**config.mk**
```make
export PLATFORM = sky130hd
export DESIGN_NAME = rocc_dispatch
export DESIGN_NICKNAME = d
export VERILOG_FILES = /design/src/rtl/rocc_pkg.sv /design/src/rtl/rocc_cmd_fifo.sv /design/src/rtl/rocc_dispatch.sv
export SDC_FILE = /design/constraint.sdc
export NUM_CORES = 1
export LEC_CHECK = 0
export CELL_PAD_IN_SITES_DETAIL_PLACEMENT = 1
export CELL_PAD_IN_SITES_GLOBAL_PLACEMENT = 2
export CORE_MARGIN = 4
export CORE_UTILIZATION = 25
export CTS_BUF_LIST = sky130_fd_sc_hd__clkbuf_8 sky130_fd_sc_hd__clkbuf_16
export DETAILED_ROUTE_END_ITERATION = 6
export PLACE_DENSITY_LB_ADDON = 0.1
export REMOVE_ABC_BUFFERS = 1
export SETUP_SLACK_MARGIN = 0.3
export SLEW_MARGIN = 40
export SYNTH_ARGS = -nofsm -noshare
export SYNTH_HDL_FRONTEND = slang
export SYNTH_SLANG_ARGS = --single-unit
```
**constraint.sdc**
```tcl
create_clock -name clk_i -period 4 [get_ports clk_i]
set_clock_uncertainty 0.05 [all_clocks]
set_input_delay 1 -clock clk_i [delete_from_list [all_inputs] [get_ports clk_i]]
set_output_delay 1 -clock clk_i [all_outputs]
set_load 0.02 [all_outputs]
```
**src/rtl/rocc_pkg.sv**
```systemverilog
//------------------------------------------------------------------------------
// rocc_pkg : shared types, widths and helpers for the RoCC dispatch unit
// Revision : 1.0
//------------------------------------------------------------------------------
`default_nettype none

package rocc_pkg;

    localparam int XLEN           = 64;
    localparam int TRANS_ID_BITS  = 3;
    localparam int CMD_DEPTH      = 4;
    localparam int NR_OUTSTANDING = 4;
    localparam int NR_ACCEL       = 2;
    localparam int TAG_BITS       = (NR_OUTSTANDING > 1) ? $clog2(NR_OUTSTANDING) : 1;
    localparam int SEL_BITS       = (NR_ACCEL > 1) ? $clog2(NR_ACCEL) : 1;

    typedef struct packed {
        logic [6:0]               funct7;
        logic [4:0]               rd;
        logic [XLEN-1:0]          rs1;
        logic [XLEN-1:0]          rs2;
        logic                     xd;
        logic [SEL_BITS-1:0]      accel;
        logic [TRANS_ID_BITS-1:0] trans_id;
    } rocc_cmd_t;

    typedef struct packed {
        logic [6:0]          funct7;
        logic [4:0]          rd;
        logic [XLEN-1:0]     rs1;
        logic [XLEN-1:0]     rs2;
        logic                xd;
        logic [TAG_BITS-1:0] tag;
    } rocc_acc_cmd_t;

    typedef struct packed {
        logic [TAG_BITS-1:0] tag;
        logic [XLEN-1:0]     data;
    } rocc_acc_resp_t;

    // Index of the lowest clear bit; 0 when none is clear (callers gate on that case).
    function automatic logic [TAG_BITS-1:0] first_clear(input logic [NR_OUTSTANDING-1:0] vec);
        first_clear = '0;
        for (int i = NR_OUTSTANDING - 1; i >= 0; i--) begin
            if (!vec[i]) first_clear = TAG_BITS'(i);
        end
    endfunction

endpackage

`default_nettype wire

```
**src/rtl/rocc_cmd_fifo.sv**
```systemverilog
//------------------------------------------------------------------------------
// rocc_cmd_fifo : registered-output FIFO with full/empty and synchronous flush
// Revision : 1.0
//------------------------------------------------------------------------------
`default_nettype none

module rocc_cmd_fifo #(
    parameter int WIDTH = 8,
    parameter int DEPTH = 4
) (
    input  logic             clk_i,
    input  logic             rst_ni,
    input  logic             flush_i,
    input  logic             push_i,
    input  logic [WIDTH-1:0] data_i,
    input  logic             pop_i,
    output logic [WIDTH-1:0] data_o,
    output logic             full_o,
    output logic             empty_o
);

    localparam int PTR_BITS = $clog2(DEPTH);
    localparam logic [PTR_BITS:0] PTR_ONE = 1;

    // Extra MSB on each pointer distinguishes full from empty.
    logic [PTR_BITS:0] wr_ptr_q, wr_ptr_d;
    logic [PTR_BITS:0] rd_ptr_q, rd_ptr_d;
    logic [WIDTH-1:0]  mem_q [DEPTH];
    logic [WIDTH-1:0]  mem_d [DEPTH];

    assign empty_o = (wr_ptr_q == rd_ptr_q);
    assign full_o  = (wr_ptr_q[PTR_BITS] != rd_ptr_q[PTR_BITS]) &&
                     (wr_ptr_q[PTR_BITS-1:0] == rd_ptr_q[PTR_BITS-1:0]);
    assign data_o  = mem_q[rd_ptr_q[PTR_BITS-1:0]];

    always_comb begin
        wr_ptr_d = wr_ptr_q;
        rd_ptr_d = rd_ptr_q;
        mem_d    = mem_q;
        if (flush_i) begin
            wr_ptr_d = '0;
            rd_ptr_d = '0;
        end else begin
            if (push_i && !full_o) begin
                mem_d[wr_ptr_q[PTR_BITS-1:0]] = data_i;
                wr_ptr_d = wr_ptr_q + PTR_ONE;
            end
            if (pop_i && !empty_o) begin
                rd_ptr_d = rd_ptr_q + PTR_ONE;
            end
        end
    end

    always_ff @(posedge clk_i or negedge rst_ni) begin
        if (!rst_ni) begin
            wr_ptr_q <= '0;
            rd_ptr_q <= '0;
            for (int i = 0; i < DEPTH; i++) mem_q[i] <= '0;
        end else begin
            wr_ptr_q <= wr_ptr_d;
            rd_ptr_q <= rd_ptr_d;
            mem_q    <= mem_d;
        end
    end

endmodule

`default_nettype wire

```
**src/rtl/rocc_dispatch.sv**
```systemverilog
//------------------------------------------------------------------------------
// rocc_dispatch : RoCC functional unit - command queue, accelerator routing,
//                 outstanding-tag tracking and FU writeback with flush support
// Revision : 1.0
//------------------------------------------------------------------------------
`default_nettype none

module rocc_dispatch
    import rocc_pkg::*;
(
    input  logic                                clk_i,
    input  logic                                rst_ni,
    input  logic                                flush_i,
    input  logic                                cmd_valid_i,
    output logic                                cmd_ready_o,
    input  rocc_cmd_t                           cmd_i,
    output logic           [NR_ACCEL-1:0]       acc_cmd_valid_o,
    input  logic           [NR_ACCEL-1:0]       acc_cmd_ready_i,
    output rocc_acc_cmd_t                       acc_cmd_o,
    input  logic           [NR_ACCEL-1:0]       acc_resp_valid_i,
    output logic           [NR_ACCEL-1:0]       acc_resp_ready_o,
    input  rocc_acc_resp_t [NR_ACCEL-1:0]       acc_resp_i,
    output logic           [TRANS_ID_BITS-1:0]  rocc_trans_id_o,
    output logic           [XLEN-1:0]           result_o,
    output logic                                rocc_valid_o,
    output logic                                busy_o
);

    localparam int CMD_W = $bits(rocc_cmd_t);

    logic             fifo_full, fifo_empty, fifo_push, fifo_pop;
    logic [CMD_W-1:0] fifo_rdata;
    rocc_cmd_t        head;

    logic [NR_OUTSTANDING-1:0] tag_valid_q, tag_valid_d;
    logic [NR_OUTSTANDING-1:0] tag_squash_q, tag_squash_d;
    logic [TRANS_ID_BITS-1:0]  tag_tid_q [NR_OUTSTANDING];
    logic [TRANS_ID_BITS-1:0]  tag_tid_d [NR_OUTSTANDING];

    logic                     wb_valid_q, wb_valid_d;
    logic [XLEN-1:0]          wb_result_q, wb_result_d;
    logic [TRANS_ID_BITS-1:0] wb_tid_q, wb_tid_d;

    logic                free_tag_exists;
    logic [TAG_BITS-1:0] free_tag;
    logic                any_resp, resp_hit;
    logic [SEL_BITS-1:0] resp_sel;
    rocc_acc_resp_t      resp;
    logic                head_bad, head_xd, disp_ok, disp_fire;

    // Ready is forced low while reset is held so every output reads zero.
    assign cmd_ready_o = rst_ni && !fifo_full && !flush_i;
    assign fifo_push   = cmd_valid_i && cmd_ready_o;
    assign head        = rocc_cmd_t'(fifo_rdata);

    rocc_cmd_fifo #(
        .WIDTH (CMD_W),
        .DEPTH (CMD_DEPTH)
    ) u_cmd_fifo (
        .clk_i   (clk_i),
        .rst_ni  (rst_ni),
        .flush_i (flush_i),
        .push_i  (fifo_push),
        .data_i  (CMD_W'(cmd_i)),
        .pop_i   (fifo_pop),
        .data_o  (fifo_rdata),
        .full_o  (fifo_full),
        .empty_o (fifo_empty)
    );

    always_comb begin
        free_tag_exists = ~&tag_valid_q;
        free_tag        = first_clear(tag_valid_q);

        // Fixed priority: scanning downward leaves the lowest valid channel selected.
        any_resp         = |acc_resp_valid_i;
        resp_sel         = '0;
        acc_resp_ready_o = '0;
        for (int i = NR_ACCEL - 1; i >= 0; i--) begin
            if (acc_resp_valid_i[i]) begin
                resp_sel         = SEL_BITS'(i);
                acc_resp_ready_o = '0;
                acc_resp_ready_o[i] = rst_ni;
            end
        end
        resp     = acc_resp_i[resp_sel];
        resp_hit = any_resp && tag_valid_q[resp.tag] && !tag_squash_q[resp.tag];

        // Out-of-range accelerator ids complete locally like a no-result command.
        head_bad = int'(head.accel) >= NR_ACCEL;
        head_xd  = head.xd && !head_bad;
        disp_ok  = !fifo_empty && !flush_i && (head_xd ? free_tag_exists : !any_resp);
        acc_cmd_valid_o = '0;
        if (disp_ok && !head_bad) acc_cmd_valid_o[head.accel] = 1'b1;
        disp_fire = disp_ok && (head_bad || acc_cmd_ready_i[head.accel]);
        fifo_pop  = disp_fire;

        acc_cmd_o.funct7 = head.funct7;
        acc_cmd_o.rd     = head.rd;
        acc_cmd_o.rs1    = head.rs1;
        acc_cmd_o.rs2    = head.rs2;
        acc_cmd_o.xd     = head.xd;
        acc_cmd_o.tag    = free_tag;
    end

    always_comb begin
        tag_valid_d  = tag_valid_q;
        tag_squash_d = tag_squash_q;
        tag_tid_d    = tag_tid_q;
        if (flush_i) tag_squash_d = tag_squash_q | tag_valid_q;
        if (any_resp) begin
            tag_valid_d[resp.tag]  = 1'b0;
            tag_squash_d[resp.tag] = 1'b0;
        end
        if (disp_fire && head_xd) begin
            tag_valid_d[free_tag]  = 1'b1;
            tag_squash_d[free_tag] = 1'b0;
            tag_tid_d[free_tag]    = head.trans_id;
        end

        wb_valid_d  = 1'b0;
        wb_result_d = wb_result_q;
        wb_tid_d    = wb_tid_q;
        if (!flush_i) begin
            if (resp_hit) begin
                wb_valid_d  = 1'b1;
                wb_result_d = resp.data;
                wb_tid_d    = tag_tid_q[resp.tag];
            end else if (disp_fire && !head_xd) begin
                wb_valid_d  = 1'b1;
                wb_result_d = '0;
                wb_tid_d    = head.trans_id;
            end
        end
    end

    always_ff @(posedge clk_i or negedge rst_ni) begin
        if (!rst_ni) begin
            tag_valid_q  <= '0;
            tag_squash_q <= '0;
            for (int i = 0; i < NR_OUTSTANDING; i++) tag_tid_q[i] <= '0;
            wb_valid_q   <= 1'b0;
            wb_result_q  <= '0;
            wb_tid_q     <= '0;
        end else begin
            tag_valid_q  <= tag_valid_d;
            tag_squash_q <= tag_squash_d;
            tag_tid_q    <= tag_tid_d;
            wb_valid_q   <= wb_valid_d;
            wb_result_q  <= wb_result_d;
            wb_tid_q     <= wb_tid_d;
        end
    end

    assign rocc_valid_o    = wb_valid_q;
    assign result_o        = wb_result_q;
    assign rocc_trans_id_o = wb_tid_q;
    assign busy_o          = !fifo_empty || (|tag_valid_q);

endmodule

`default_nettype wire

```
==> results_dict.tcl, run 1 <==
set metrics [dict create \
    gp_congestion 0.844 \
    antenna_found_initial 16 \
    setup_viol 0 \
    synth_edf_count 0 \
    yosys_warnings 0 \
    endpoint_kind "output pin" \
    yosysSeqAreaShare_pct 55.6 \
    report.final.slew_viol_count 0 \
    cap_violations 0 \
    cpPeakStageDelay_ns 0.64 \
    wirelength_met1_mm 38.2 \
    dr.max_layer_used "met5" \
    dp_hpwl_mm 61.3 \
    synth_xor_area_share_pct 0.198 \
    wl_met2_mm 44.8 \
    crit_slowest_cell "clkdlybuf4s50_1" \
    ir_drop_mv 0.294 \
    io_buffers 501 \
    timing.final.ws_setup_ns 0.382 \
    syn_to_final_growth_pct 31.1 \
    ys_async_sr_fraction_pct 100 \
    relSlewSlack_pct 48.1 \
    period_minus_slack_ns 3.62 \
    timing.final.hold_violations 0 \
    via_count 17800 \
    avgSynthCellArea_sq_um 15.9 \
    drt_wl_total_mm 92.1 \
    final_area_sq_um 39800 \
    grt_pass1_vias 20600 \
    overflow 0 \
    vias_per_cell 4.45 \
    die_width_um 356 \
    fin_crit_sh_pct 90.4 \
    clk_path_buf_depth 3 \
    syn_inst 1909 \
    syn-cell-area_sq_um 30300 \
    synth_simple_gate_area_share_pct 0.899 \
    final_cell_mix "dfrtp_1, mux2_2, clkdlybuf4s50_1, mux2_1, mux4_2" \
    cp_max_fo 8 \
    final_common_cell "dfrtp_1" \
    die_area_sq_um 127000 \
    grt_max_degree 149 \
    critPathLaunchType "register" \
    clk_latency_ns 0.63 \
    drtIter0Drc 569 \
    cp_num_buf_inv 3 \
    synth_top_area_share_pct 55.6 \
    postCtsHoldBufs 0 \
    grt_first_pass_wirelength_mm 138 \
    post-route-util_pct 33.1 \
    cp_cell_sequence "buf_16 > buf_4 > mux4_2 > clkdlybuf4s50_1" \
    synth_seq_cells 674 \
    cp_top_family "buffers and inverters" \
    rsz0062_at_grt "yes" \
    fin_cells 4000 \
    wl_met3_mm 7.01 \
    cp.arrival_ns 2.57 \
    cts.root.buffer_cell "clkbuf_16" \
    place_area_sq_um 36700 \
    final_nets 2606 \
    die_y_um 356 \
    powerDensity_nw_per_um2 551 \
    dr.pass1.iters 4 \
    ios 502 \
    cts_buffers 85 \
    ys.flop_type "dfrtp_1" \
    cts_tree "done" \
    place_inst 3824 \
    synth_compound_area_share_pct 2.55 \
    clock-sinks 674 \
    leakagePower_uw 0.0181 \
    whs_ns 0.168 \
    synth.area.mux_share_pct 35.3 \
    cts_max_level 3 \
    status "finished clean" \
    ant_nets 0 \
    synth_top_area_cell "dfrtp_1" \
    fmax_ghz 0.276 \
    drive_gt1_share_pct 34.4 \
    hold_path_class "primary input to asynchronous set/reset pin" \
    synthAdderAreaFrac_pct 0.206 \
    place_ws_ns 0.102 \
    rows 127 \
    wl_per_cell_um 23.0 \
    clk_pin_slew_ns 0.06 \
    grtUsageTotal_pct 14.3 \
    yosysUniqueCellTypes 41 \
    crit_type "register to output pin" \
    critPathRequiredTime_ns 2.95 \
    tightest_slew_ns 0.771 \
    route.detailed.drc 0 \
    synthTopCellsByArea "dfrtp_1, mux2_2, mux4_2, mux2_1, buf_4" \
    core_area_sq_um 120000 \
    synth_top_family_by_area "multiplexers" \
    initial_utilization_pct 25.3 \
]
[Yosys cell counts (all sizes together), types with 2 or more instances]
cell type and instances:
a211oi 3, clkbuf 47, o21ai 4, a21oi 4, a21boi 3, nor2 13
mux4 146, buf 211, a222oi 3, mux2i 70, dfrtp 674, xor2 2
xnor2 4, and2 2, nand2b 8, ha 5, nand3 3, inv 9
nand4 2, nand2 15, a31oi 2, a221oi 3, a21o 3, mux2 596
o2bb2ai 64, nor3 3, nor2b 3
[what timing repair did]
item                                    CTS  global route
resized for setup                       121            43
gates cloned                              1             1
endpoints found under the setup margin  138            56
pin swaps                                 0             0
buffers inserted                          4             9
[layer usage]
layer / vias to the layer above / track usage, %
met1: 9416 / 17.3
met5: - / 0
met4: 20 / 3.96
met2: 459 / 24.5
li1: 7769 / -
met3: 133 / 4.75
[state kept, by name, indices dropped and copies added (netlist names)]
name	count
u_cmd_fifo.wr_ptr_q	3
u_cmd_fifo.rd_ptr_q	3
tag_tid_q	12
u_cmd_fifo.mem_q	580
tag_valid_q	4
result_o	64
rocc_trans_id_o	3
tag_squash_q	4
rocc_valid_o	1
[path summary, 6_finish.rpt]
check | from | cells past startpoint | endpoint | slack, ns
min in group clk_i | result_o[19] | 1 | result_o[19] | 0.43
hold reg to reg | result_o[19] | 1 | result_o[19] | 0.43
setup / recovery | u_cmd_fifo.rd_ptr_q[0] | 4 | acc_cmd_o[123] | 0.38
setup reg to reg | u_cmd_fifo.rd_ptr_q[0] | 8 | result_o[49] | 1.12
max in group asynchronous | rst_ni | 4 | u_cmd_fifo.mem_q[299] | 2.11
hold / removal | rst_ni | 1 | u_cmd_fifo.mem_q[132] | 0.17
[cell families (layout without fill, tap and decap cells)]
family / Yosys count / in the layout
mux: 812 / 812
flops: 674 / 674
buf+inv: 267 / 742
compound gates: 91 / 91
simple gates: 54 / 54
xor+xnor: 6 / 6
fa+ha+maj: 5 / 5
other cells: 0 / 4
[worst reg2reg max path: cells and delay by family (launching register included)]
kind                   cells  cell delay, ns
AND/OR/NAND/NOR            1            0.24
buffers and inverters      3            0.64
multiplexers               2            0.90
AO/OA/AOI/OAI              2            0.51
flip-flops                 1            0.47
[power breakdown]
group / leakage, uW / switching [uW] / total [uW] / internal, uW
sequential: 0.00877 / 731 / 8990 / 8260
clock: 0.00148 / 3050 / 7660 / 4610
combinational: 0.00784 / 2450 / 5260 / 2800
total: 0.0181 / 6230 / 21900 / 15700
[final cells by class]
cell class	instances	area (sq um)
clock buffer	116	2580
antenna	4	10.0
clock inverter	39	254
multi-input combinational	968	12000
sequential	674	16900
inverter	9	33.8
fill	12500	80300
timing repair buffer	578	6060
tap	1612	2020
[metrics by stage]
step	setup TNS, ns	power (uW)
after floorplan	-3893.19	11900
after detailed placement	0	14700
after CTS	0	22400
after global routing	0	23200
final	0	21900
after global placement	0	14500
No activity file was read; power rests on OpenSTA's default activity.
==> inputs of run 2 (changes only) <==
--- a/config.mk
+++ b/config.mk
@@ -5,6 +5,7 @@
 export SDC_FILE = /design/constraint.sdc
 export NUM_CORES = 1
 export LEC_CHECK = 0
+export CAP_MARGIN = 0
 export CELL_PAD_IN_SITES_DETAIL_PLACEMENT = 1
 export CELL_PAD_IN_SITES_GLOBAL_PLACEMENT = 2
 export CORE_MARGIN = 4
==> results of run 2 <==
Same layout as run 1: the final DEF is identical, and so are final timing and power.
